## src/rtl/mp_dcache_data_arbiter.sv

```systemverilog
// Two-requester arbiter/sequencer for the single-port 16x256 dcache data SRAM.
// Optional macro MP_DCACHE_ARB_RDATA_HOLD_EN registers read data so it stays stable between responses.
module mp_dcache_data_arbiter #(
  parameter int DATA_WIDTH   = 256,
  parameter int ADDR_WIDTH   = 4,
  parameter int NUM_WMASKS   = 32,
  parameter int STARVE_LIMIT = 4
) (
  input  logic                  clk0,
  input  logic                  rst_n,

  input  logic                  a_req,
  input  logic                  a_we,
  input  logic [ADDR_WIDTH-1:0] a_addr,
  input  logic [NUM_WMASKS-1:0] a_wmask,
  input  logic [DATA_WIDTH-1:0] a_wdata,
  output logic                  a_gnt,
  output logic                  a_rvalid,
  output logic [DATA_WIDTH-1:0] a_rdata,

  input  logic                  b_req,
  input  logic                  b_we,
  input  logic [ADDR_WIDTH-1:0] b_addr,
  input  logic [NUM_WMASKS-1:0] b_wmask,
  input  logic [DATA_WIDTH-1:0] b_wdata,
  output logic                  b_gnt,
  output logic                  b_rvalid,
  output logic [DATA_WIDTH-1:0] b_rdata,

  output logic                  sram_csb,
  output logic                  sram_web,
  output logic [NUM_WMASKS-1:0] sram_wmask,
  output logic [ADDR_WIDTH-1:0] sram_addr,
  output logic [DATA_WIDTH-1:0] sram_din,
  input  logic [DATA_WIDTH-1:0] sram_dout
);

  localparam logic [8:0] LIMIT = 9'(STARVE_LIMIT);

  logic [7:0] starve_q, starve_d;
  logic       rsp_valid_q, rsp_valid_d;
  logic       rsp_owner_q, rsp_owner_d;
  logic       a_win;

  // A overrides B once it has been denied for LIMIT consecutive cycles.
  always_comb begin
    a_win = a_req && (!b_req || ({1'b0, starve_q} >= LIMIT));
    a_gnt = rst_n && a_win;
    b_gnt = rst_n && b_req && !a_win;
  end

  always_comb begin
    sram_csb   = 1'b1;
    sram_web   = 1'b1;
    sram_wmask = '0;
    sram_addr  = '0;
    sram_din   = '0;
    if (a_gnt) begin
      sram_csb   = 1'b0;
      sram_web   = ~a_we;
      sram_wmask = a_we ? a_wmask : '0;
      sram_addr  = a_addr;
      sram_din   = a_wdata;
    end else if (b_gnt) begin
      sram_csb   = 1'b0;
      sram_web   = ~b_we;
      sram_wmask = b_we ? b_wmask : '0;
      sram_addr  = b_addr;
      sram_din   = b_wdata;
    end
  end

  always_comb begin
    starve_d = starve_q;
    if (!a_req || a_gnt) begin
      starve_d = 8'd0;
    end else if (starve_q != 8'hFF) begin
      starve_d = starve_q + 8'd1;
    end
    rsp_valid_d = (a_gnt && !a_we) || (b_gnt && !b_we);
    rsp_owner_d = b_gnt;
  end

  always_ff @(posedge clk0) begin
    if (!rst_n) begin
      starve_q    <= 8'd0;
      rsp_valid_q <= 1'b0;
      rsp_owner_q <= 1'b0;
    end else begin
      starve_q    <= starve_d;
      rsp_valid_q <= rsp_valid_d;
      rsp_owner_q <= rsp_owner_d;
    end
  end

  // Gating with rst_n drops a response whose read was granted just before reset.
  always_comb begin
    a_rvalid = rst_n && rsp_valid_q && !rsp_owner_q;
    b_rvalid = rst_n && rsp_valid_q &&  rsp_owner_q;
  end

`ifdef MP_DCACHE_ARB_RDATA_HOLD_EN
  logic [DATA_WIDTH-1:0] rdata_q;

  always_ff @(posedge clk0) begin
    if (!rst_n) begin
      rdata_q <= '0;
    end else if (rsp_valid_q) begin
      rdata_q <= sram_dout;
    end
  end

  always_comb begin
    a_rdata = (a_rvalid || b_rvalid) ? sram_dout : rdata_q;
    b_rdata = a_rdata;
  end
`else
  always_comb begin
    a_rdata = sram_dout;
    b_rdata = sram_dout;
  end
`endif

endmodule

```

## config.mk

```make
export PLATFORM = sky130hd
export DESIGN_NAME = mp_dcache_data_arbiter
export DESIGN_NICKNAME = d
export VERILOG_FILES = /design/src/rtl/mp_dcache_data_arbiter.sv
export SDC_FILE = /design/constraint.sdc
export NUM_CORES = 1
export LEC_CHECK = 0
export BUFFER_PORTS_ARGS = -buffer_cell sky130_fd_sc_hd__buf_2
export CELL_PAD_IN_SITES_DETAIL_PLACEMENT = 1
export CELL_PAD_IN_SITES_GLOBAL_PLACEMENT = 1
export CORE_AREA = 2 2 646 648
export CTS_BUF_LIST = sky130_fd_sc_hd__clkbuf_8
export DETAILED_ROUTE_END_ITERATION = 16
export DIE_AREA = 0 0 648 650
export GPL_ROUTABILITY_DRIVEN = 1
export MAX_ROUTING_LAYER = met4
export PLACE_DENSITY = 0.33
export SYNTH_ARGS = -nofsm -noshare
export SYNTH_HDL_FRONTEND = slang
export SYNTH_SLANG_ARGS = --single-unit
export TNS_END_PERCENT = 100
```

## constraint.sdc

```tcl
create_clock -name clk0 -period 4.85 [get_ports clk0]
set_clock_uncertainty 0.1 [all_clocks]
set_input_delay 0.2425 -clock clk0 [delete_from_list [all_inputs] [get_ports clk0]]
set_output_delay 0.2425 -clock clk0 [all_outputs]
set_load 0.02 [all_outputs]
```

---- Word-level counts from Yosys, hierarchy flattened ----
Cells that the tools add are included.
storage, ports and cells
  register bits ........................... 10
  input bits .............................. 846
  output and inout port bits .............. 810
  logic and storage cells ................. 40
cells by class
  add/subtract/negate cells ............... 1
  magnitude comparators ................... 1
  equality and inequality tests ........... 1
  muxes and demuxes ....................... 12
  bitwise gates (word level) .............. 3
  reductions and logical operators ........ 19
operators with widths
  operator               count
  $mux W256              2
  $mux W32               4
  $logic_and A1 B1 Y1    9
  $add A8 B1 Y8 const B  1
  $ge A8 B3 Y1 const B   1
  $mux W4                2
  $ne A8 B8 Y1 const B   1
  $logic_not A1 Y1       6
  $mux W1                4
  $logic_or A1 B1 Y1     3
  $not A1 Y1             3
  $reduce_or A2 Y1       1

---- Longest topological paths before layout ----
Gate-level depths: netlist of run 1.
  depth after elaboration ................. 7
  mapped depth ............................ 6
  mapped depth without buffers ............ 4

---- Least setup slack after synthesis of run 1 ----
No wires, ideal clock.
  path type ............................... reg2out
  start point ............................. register starve_q[6]
  end point ............................... output port sram_din[100]
  arrival time ............................ 1.752 ns
  slack ................................... 2.755 ns
  stages on the path, launching flop included .. 6
  path buffers ............................ 2
  path through ............................ dfxtp_1 -> or4b_1 -> o21ai_2 -> buf_4 -> buf_2 -> a32o_1
between the ends
  word-level cells in the longest chain between the ends .. 7
  elaborated cells on any way between the ends .. 8
RTL lines
  what                     line  source
  start, declared          40    logic [7:0] starve_q, starve_d;
  start signal, assigned   90    starve_q <= starve_d;
  $ge A8 B3 Y1 (*)         47    a_win = a_req && (!b_req || ({1'b0, starve_q} >= LIMIT));
  $logic_or A1 B1 Y1 (*)   47
  $logic_and A1 B1 Y1 (*)  47
  $logic_not A1 Y1         49    b_gnt = rst_n && b_req && !a_win;
  $logic_and A1 B1 Y1      49
  $mux W256                64    end else if (b_gnt) begin
  $mux W256 (*)            58    if (a_gnt) begin
  end, declared            34    output logic [DATA_WIDTH-1:0] sram_din,
Mark *: on every way between the ends. The rest lies on a longest branch, timed or not.

---- Final worst setup path of run 1 ----
  start point ............................. register starve_q[6]
  end point ............................... output port sram_din[180]
Same word-level chain as after synthesis.

==> results of run 1 <==
[final timing paths]
kind,startpoint,end,slack (ns)
worst max-delay path,starve_q[6]$_SDFFE_PP0P_,sram_din[180],1.39
worst min register to register,starve_q[0]$_SDFFE_PP0P_,starve_q[0]$_SDFFE_PP0P_,0.43
worst max register to register,starve_q[6]$_SDFFE_PP0P_,rsp_valid_q$_SDFF_PN0_,2.71
worst min-delay path,a_we,rsp_valid_q$_SDFF_PN0_,0.18
[per-layer routing]
layer / GRT usage [%] / vias to the layer above
met2: 27.9 / 2185
met3: 14.9 / 704
met1: 10.3 / 5534
met5: - / -
met4: 4.35 / 0
li1: - / 4090
[through the flow]
stage,hold slack (ns),area [um^2],power [W]
after global placement,0.385,15100,0.00159
after global routing,0.179,15600,0.00171
after floorplan,0.251,7760,0.00116
after CTS,0.160,15100,0.00171
final,0.183,15700,0.00164
after detailed placement,0.385,15100,0.00160
[cell families (layout without fill, tap and decap cells)]
| kind of cell | after synthesis | after routing | share of synthesized area [%] |
|---|---|---|---|
| AOI/OAI and AO/OA | 302 | 302 | 38.1 |
| adders and majority gates | 2 | 2 | 0.323 |
| buffers and inverters | 614 | 916 | 55.7 |
| DFF | 10 | 10 | 2.58 |
| other | 1 | 213 | 0.0484 |
| and+or+nand+nor | 49 | 49 | 3.28 |
[power breakdown]
part | internal (W) | switching, W
registers | 0.0000855 | 0.00000196
logic | 0.000396 | 0.00105
clock network | 0.0000714 | 0.0000333
[sequential cells by signal, summed over array words and instances, names as in the netlist]
| name | count |
|---|---|
| rsp_valid_q | 1 |
| starve_q | 8 |
| rsp_owner_q | 1 |
[worst max-delay path, delay by kind of cell (launching register included)]
| family | cells | cell delay, ns |
|---|---|---|
| AOI/OAI and AO/OA | 2 | 0.78 |
| buffers and inverters | 3 | 1.00 |
| DFF | 1 | 0.32 |
| and+or+nand+nor | 1 | 0.59 |
[final cells by class]
class	count	area [um^2]	share of cell area, %
Clock buffer	4	55.1	0.352
Inverter	3	18.8	0.120
Sequential cell	10	200	1.28
Tap cell	5497	6880	43.9
Multi-Input combinational cell	358	3280	21.0
Antenna cell	208	520	3.32
Timing Repair Buffer	909	4700	30.0
[placed cells by master, fill, tap and decap left out, types with 2 or more instances in the layout]
cell type | Yosys | layout
a32o_1 | 260 | 260
and3_1 | 2 | 2
buf_12 | 0 | 8
buf_2 | 38 | 887
buf_4 | 523 | 14
clkbuf_8 | 0 | 4
conb_1 | 1 | 5
dfxtp_1 | 10 | 10
diode_2 | 0 | 208
ha_1 | 2 | 2
inv_1 | 2 | 2
nand2_1 | 2 | 2
nand3_1 | 34 | 34
nor2_1 | 4 | 4
o21a_1 | 3 | 3
o2bb2ai_1 | 32 | 32
==> impl_metrics.yaml, run 1 <==
logic_synthesis:
  synth_top_area_cell: "buf_4"
  synth-async-reset-ratio_pct: 0
  ys_top_cells_by_area: "buf_4 51%, a32o_1 34%, o2bb2ai_1 3.6%"
  ys_ff_latch: 10
  avgSynthCellArea_um2: 7.92
  ys.flop_type: "dfxtp_1"
  yosys.area.top_type_share_pct: 50.7
  synth_area_um2: 7750
  synth_edf_count: 0
  synthCells: 978
  netlist_top_cells_count: "523 x buf_4, 260 x a32o_1, 48 x clkbuf_1, 38 x buf_2, 34 x nand3_1"
  yosys_warnings: 0
  yosysSeqAreaShare_pct: 2.58
  ys_types: 29
  yosysMostFrequentCell: "buf_4"
routing:
  wl_met1_um: 77200
  drt-total-wl_um: 333000
  drt_pass1_iterations: 5
  num_vias: 12500
  top_layer: "met4"
  route.met2.wl_um: 170000
  vias_per_cell: 1.79
  wire_per_inst_um: 47.6
  wl_met3_um: 72700
  drcViolationCount: 0
  drt_iter0_markers: 852
  antenna_left: 0
place:
  place_congestion: 1.01
  hpwl_um: 318000
  io_buffer_count: 887
  pre_cts_ws_ns: 1.62
  dp_cells: 6777
sta:
  fin_crit_ns: 3.46
  tns_ns: 0
  tightest_slew_ns: 1.08
  fin_crit_sh_pct: 71.3
  setup_viol: 0
  max_freq_mhz: 289
  worst_slack_ns: 1.39
  rsz0062_at_grt: "false"
  slew_headroom_pct: 28.2
  hold_viol_final: 0
  maxSlewViolCount: 0
worst_setup_path:
  endpoint_kind: "output port"
  max_stage_delay_ns: 0.59
  cp_max_fo: 95
  crit_type: "reg2out"
  start_kind: "flop"
  cp_slowest_cell: "or4b_1"
  cp.arrival_ns: 3.12
  required_ns: 4.51
  r2r_cells: 3
  worstPathCellList: "or4b_1 > o21ai_1 > inv_8 > buf_4 > a32o_1 > buf_2"
outcome:
  outcome: "finished, final reports clean"
die:
  fp.dieW_um: 648
  coreArea_um2: 415000
  die_h_um: 650
  rows: 237
  start_util_pct: 1.87
  pin_count: 1656
  dieArea_um2: 421000
finish:
  instances_no_fill: 6989
  fin_util_pct: 3.77
  drive_gt1_share_pct: 71.5
  fill_cells: 49800
  nets: 2133
  syn_to_final_growth_pct: 102
min_path:
  min_path_cells: 2
  min_path_type: "in2reg"
power:
  p_leak_nw: 4.79
  vdd_drop_max_uv: 58.0
  power_density_nw_per_um2: 105
global_routing:
  grt_pass1_wl_um: 359000
  grt_max_degree: 96
  antenna_found_initial: 390
  overflow: 0
  grt_pass1_vias: 11200
  grt_use_total_pct: 15.6
clocking:
  clockRootBuffer: "clkbuf_8"
  post_cts_resize_count: 0
  holdBufCountCts: 0
  clkLatencyLatePin_ns: 0.24
  clkTransAtPathRegs_ns: 0.05
  numCtsBuffers: 3
  clock-sinks: 10
  cts_buffer_depth: 2
  cts_tree: "done"
  cts_setup_buffers: 0
  htreeDepth: 1
flow_run:
  max_cap_violations: 0
Power figures use the tool's default switching activity.
==> run 2: changes to the inputs <==
--- a/config.mk
+++ b/config.mk
@@ -8,13 +8,13 @@
 export BUFFER_PORTS_ARGS = -buffer_cell sky130_fd_sc_hd__buf_2
 export CELL_PAD_IN_SITES_DETAIL_PLACEMENT = 1
 export CELL_PAD_IN_SITES_GLOBAL_PLACEMENT = 1
-export CORE_AREA = 2 2 646 648
+export CORE_AREA = 2 2 651 653
 export CTS_BUF_LIST = sky130_fd_sc_hd__clkbuf_8
 export DETAILED_ROUTE_END_ITERATION = 16
-export DIE_AREA = 0 0 648 650
+export DIE_AREA = 0 0 653 655
 export GPL_ROUTABILITY_DRIVEN = 1
 export MAX_ROUTING_LAYER = met4
-export PLACE_DENSITY = 0.33
+export PLACE_DENSITY = 0.32
 export SYNTH_ARGS = -nofsm -noshare
 export SYNTH_HDL_FRONTEND = slang
 export SYNTH_SLANG_ARGS = --single-unit
==> constraint.sdc (replaced) <==
create_clock -name clk0 -period 3.3 [get_ports clk0]
set_clock_uncertainty 0.1 [all_clocks]
set_input_delay 0.165 -clock clk0 [delete_from_list [all_inputs] [get_ports clk0]]
set_output_delay 0.165 -clock clk0 [all_outputs]
set_load 0.02 [all_outputs]
==> impl_metrics.yaml, run 2 (same netlist as run 1, synthesis figures left out) <==
worst_setup_path:
  path_buf_inv: 3
  cp_slowest_cell: "or4b_1"
  max_stage_delay_ns: 0.58
  endpoint_kind: "output port"
  critical_path.top_delay_family: "compound AO/OA/AOI/OAI gates"
  worstPathCellList: "or4b_1 > o21ai_1 > inv_8 > buf_12 > a32o_1 > buf_12"
  start_kind: "flop"
  crit_type: "reg2out"
  required_ns: 3.03
  cpMostUsedCell: "buf_12"
  cp.arrival_ns: 2.82
  cp_max_fo: 50
global_routing:
  antenna_found_initial: 349
  grt_pass1_vias: 10900
  grt_use_total_pct: 14.9
  overflow: 0
  grt_max_degree: 84
  grt_pass1_wl_um: 346000
routing:
  num_vias: 12800
  drt_iter0_markers: 1151
  vias_per_cell: 1.80
  wl_met3_um: 78000
  top_layer: "met4"
  antenna_left: 0
  drcViolationCount: 0
  wl_met1_um: 71300
  route.met2.wl_um: 158000
  drt-total-wl_um: 325000
  wire_per_inst_um: 45.5
  drt_pass1_iterations: 6
outcome:
  outcome: "finished, final reports clean"
sta:
  tns_ns: 0
  fin_crit_ns: 3.08
  rsz0062_at_grt: "false"
  max_freq_mhz: 324
  setup_viol: 0
  tightest_slew_ns: 1.12
  hold_viol_final: 0
  slew_headroom_pct: 25.1
  fin_crit_sh_pct: 93.5
  maxSlewViolCount: 0
power:
  vdd_drop_max_uv: 87.5
  power_density_nw_per_um2: 155
  p_leak_nw: 5.12
finish:
  mostFrequentLayoutCells: "818 x buf_2, 260 x a32o_1, 84 x buf_12, 34 x nand3_1, 32 x o2bb2ai_1"
  syn_to_final_growth_pct: 121
  layout_commonest_cell: "buf_2"
  reg.largest.list: "starve_q (8), rsp_owner_q (1), rsp_valid_q (1)"
  fin_util_pct: 4.07
  drive_gt1_share_pct: 71.7
  nets: 2143
  largest_reg_flops: 8
  regMostFlops: "starve_q"
  fill_cells: 50800
min_path:
  min_path_type: "in2reg"
clocking:
  cts_setup_buffers: 0
  post_cts_resize_count: 0
  holdBufCountCts: 0
  cts_buffer_depth: 2
  clockRootBuffer: "clkbuf_8"
  clkTransAtPathRegs_ns: 0.05
  clkLatencyLatePin_ns: 0.24
  htreeDepth: 1
  clock-sinks: 10
  cts_tree: "done"
  numCtsBuffers: 3
flow_run:
  max_cap_violations: 0
die:
  die_h_um: 655
  dieArea_um2: 428000
  rows: 239
  fp.dieW_um: 653
  start_util_pct: 1.84
  pin_count: 1656
  coreArea_um2: 422000
place:
  io_buffer_count: 887
  place_congestion: 0.894
  hpwl_um: 313000
## run 2: layout make-up
| type | instances | area [um^2] | share of cell area, % |
|---|---|---|---|
| Timing Repair Buffer | 919 | 5900 | 34.4 |
| Multi-Input combinational cell | 358 | 3280 | 19.1 |
| Sequential cell | 10 | 200 | 1.17 |
| Clock buffer | 4 | 55.1 | 0.321 |
| Inverter | 3 | 18.8 | 0.109 |
| Antenna cell | 302 | 756 | 4.41 |
| Tap cell | 5543 | 6940 | 40.4 |
## run 2: worst register-to-register path: stages (launching register included)
cell,delay (ns)
dfxtp_1,0.38
nor4b_1,0.09
buf_4,0.16
a21boi_4,0.86
o32ai_1,0.19
## run 2: power breakdown
group          internal (W)  total (W)  switching, W  leakage, nW
Combinational      0.000756    0.00237       0.00161         5.01
Sequential         0.000126   0.000129    0.00000285       0.0828
Clock              0.000105   0.000155     0.0000497       0.0307
## run 2: per-layer routing
metal  GRT usage, %  up-vias
li1               -     4220
met1           9.29     5695
met2           24.6     2267
met3           15.9      657
met4           7.33        0
met5              -        -
## run 2: worst paths after layout
path,startpoint,endpoint,slack (ns),depth (start not counted)
hold / removal,a_we,rsp_valid_q$_SDFF_PN0_,0.07,2
setup / recovery,starve_q[2]$_SDFFE_PP0P_,sram_din[49],0.22,6
hold reg to reg,starve_q[0]$_SDFFE_PP0P_,starve_q[0]$_SDFFE_PP0P_,0.43,2
setup reg to reg,starve_q[2]$_SDFFE_PP0P_,rsp_valid_q$_SDFF_PN0_,1.38,4
## run 2: metrics by stage
| step | area, um^2 | hold WS, ns | cells | total power (W) | worst slack, ns |
|---|---|---|---|---|---|
| 2_1_floorplan | 7760 | 0.174 | 982 | 0.00170 | 1.28 |
| 3_3_place_gp | 16300 | 0.230 | 6833 | 0.00256 | 0.539 |
| 3_5_place_dp | 16300 | 0.230 | 6833 | 0.00257 | 0.484 |
| 4_1_cts | 16400 | 0.0578 | 6837 | 0.00274 | 0.218 |
| 5_1_grt | 17100 | 0.0635 | 7132 | 0.00275 | 0.116 |
| 6_report | 17200 | 0.0670 | 7139 | 0.00265 | 0.216 |
==> run 3: changes to the inputs <==
--- a/config.mk
+++ b/config.mk
@@ -6,6 +6,7 @@
 export NUM_CORES = 1
 export LEC_CHECK = 0
 export BUFFER_PORTS_ARGS = -buffer_cell sky130_fd_sc_hd__buf_2
+export CAP_MARGIN = 20
 export CELL_PAD_IN_SITES_DETAIL_PLACEMENT = 1
 export CELL_PAD_IN_SITES_GLOBAL_PLACEMENT = 1
 export CORE_AREA = 2 2 651 653
@@ -14,7 +15,7 @@
 export DIE_AREA = 0 0 653 655
 export GPL_ROUTABILITY_DRIVEN = 1
 export MAX_ROUTING_LAYER = met4
-export PLACE_DENSITY = 0.32
+export PLACE_DENSITY = 0.3
 export SYNTH_ARGS = -nofsm -noshare
 export SYNTH_HDL_FRONTEND = slang
 export SYNTH_SLANG_ARGS = --single-unit
==> impl_metrics.yaml, run 3 (same netlist as run 1, synthesis figures left out) <==
sta:
  slew_headroom_pct: 30.6
  holdWs_ns: 0.0764
  rsz0062_at_grt: "false"
  setup_viol: 0
  fin_crit_ns: 3.16
  max_freq_mhz: 317
  fin_crit_sh_pct: 95.7
  hold_viol_final: 0
  tightest_slew_ns: 1.04
  tns_ns: 0
  maxSlewViolCount: 0
clocking:
  holdBufCountCts: 0
  clkLatencyLatePin_ns: 0.24
  clkTransAtPathRegs_ns: 0.05
  cts_buffer_depth: 2
  cts_setup_buffers: 0
  htreeDepth: 1
  numCtsBuffers: 3
  clock-sinks: 10
  post_cts_resize_count: 0
  cts_tree: "done"
  clockRootBuffer: "clkbuf_8"
worst_setup_path:
  required_ns: 3.03
  crit_type: "reg2out"
  worst_r2r_endpoint: "rsp_valid_q$_SDFF_PN0_"
  cp.arrival_ns: 2.89
  r2r-start: "starve_q[4]$_SDFFE_PP0P_"
  endpoint_kind: "output port"
  start_kind: "flop"
  cp_max_fo: 88
  r2r_cells: 4
  rrSetupSlack_ns: 1.35
min_path:
  min_path_cells: 2
  hold_end: "rsp_valid_q$_SDFF_PN0_"
  min_path_type: "in2reg"
  hp-start: "a_we"
power:
  vdd_drop_max_uv: 66.2
  p_leak_nw: 5.13
  power_density_nw_per_um2: 154
finish:
  regMostFlops: "starve_q"
  drive_gt1_share_pct: 71.6
  largest_reg_flops: 8
  nets: 2139
  layout_commonest_cell: "buf_2"
  mostFrequentLayoutCells: "804 x buf_2, 260 x a32o_1, 92 x buf_12, 34 x nand3_1, 32 x o2bb2ai_1"
  reg.largest.list: "starve_q (8), rsp_owner_q (1), rsp_valid_q (1)"
  ff_latch_area_um2: 200
  syn_to_final_growth_pct: 122
  fill_cells: 50700
  multi_input_area_um2: 3280
  instances_no_fill: 7117
place:
  dp_cells: 6830
  io_buffer_count: 887
  hpwl_um: 321000
  place_congestion: 1.08
routing:
  drcViolationCount: 0
  antenna_left: 0
  drt-total-wl_um: 336000
  num_vias: 12900
  drt_iter0_markers: 1227
  drt_pass1_iterations: 7
  wire_per_inst_um: 47.1
  vias_per_cell: 1.82
global_routing:
  grt_pass1_vias: 10900
  grt_max_degree: 95
  antenna_found_initial: 409
  grt_pass1_wl_um: 357000
  grt_use_total_pct: 15.4
  overflow: 0
die:
  rows: 239
  coreArea_um2: 422000
  dieArea_um2: 428000
  fp.dieW_um: 653
  pin_count: 1656
  die_h_um: 655
  start_util_pct: 1.84
flow_run:
  max_cap_violations: 0
outcome:
  outcome: "finished, final reports clean"
==> run 3: critical path, cell delays in order (launching register included) <==
cell	delay, ns
dfxtp_1	0.32
or4b_1	0.60
o21ai_1	0.41
inv_8	0.20
buf_12	0.29
a32o_1	0.41
buf_12	0.14
==> run 3: how the worst max path moves through the flow <==
stage	cells after the start	slack [ns]	to	start
after floorplan	5	1.28	sram_din[100]	starve_q[6]$_SDFFE_PP0P_
after global placement	7	0.28	sram_din[227]	starve_q[6]$_SDFFE_PP0P_
after detailed placement	7	0.25	sram_din[214]	starve_q[6]$_SDFFE_PP0P_
after CTS	6	0.15	sram_din[206]	starve_q[2]$_SDFFE_PP0P_
after global routing	6	0.1	sram_din[206]	starve_q[2]$_SDFFE_PP0P_
final	6	0.14	sram_din[198]	starve_q[6]$_SDFFE_PP0P_
==> run 3: layer usage <==
layer  vias up  GRT usage (%)  routed length [um]  share of wire, %
li1       4192              -                   -                 -
met1      5714           11.3               86600                26
met2      2295           24.9              159000                47
met3       740           15.4               75900                23
met4         0           5.81               14400               4.3
met5         -              -                   0                 0
==> run 3: cell type report <==
class | count | share of cell area [%]
Timing Repair Buffer | 915 | 34.9
Inverter | 3 | 0.109
Antenna cell | 284 | 4.13
Tap cell | 5543 | 40.3
Clock buffer | 4 | 0.320
Sequential cell | 10 | 1.16
Multi-Input combinational cell | 358 | 19.1
==> run 3: through the flow <==
stage	setup WS (ns)	cell area [um^2]	util, %	power, W
floorplan	1.28	7760	-	0.00170
global placement	0.276	16500	3.90	0.00255
detailed placement	0.250	16500	3.90	0.00256
CTS	0.154	16500	3.91	0.00272
global route	0.0998	17200	4.07	0.00276
finish	0.144	17200	4.08	0.00266
==> run 3: power breakdown <==
group / internal, W / switching, W
Clock: 0.000105 / 0.0000508
Sequential: 0.000126 / 0.00000268
Combinational: 0.000775 / 0.00160
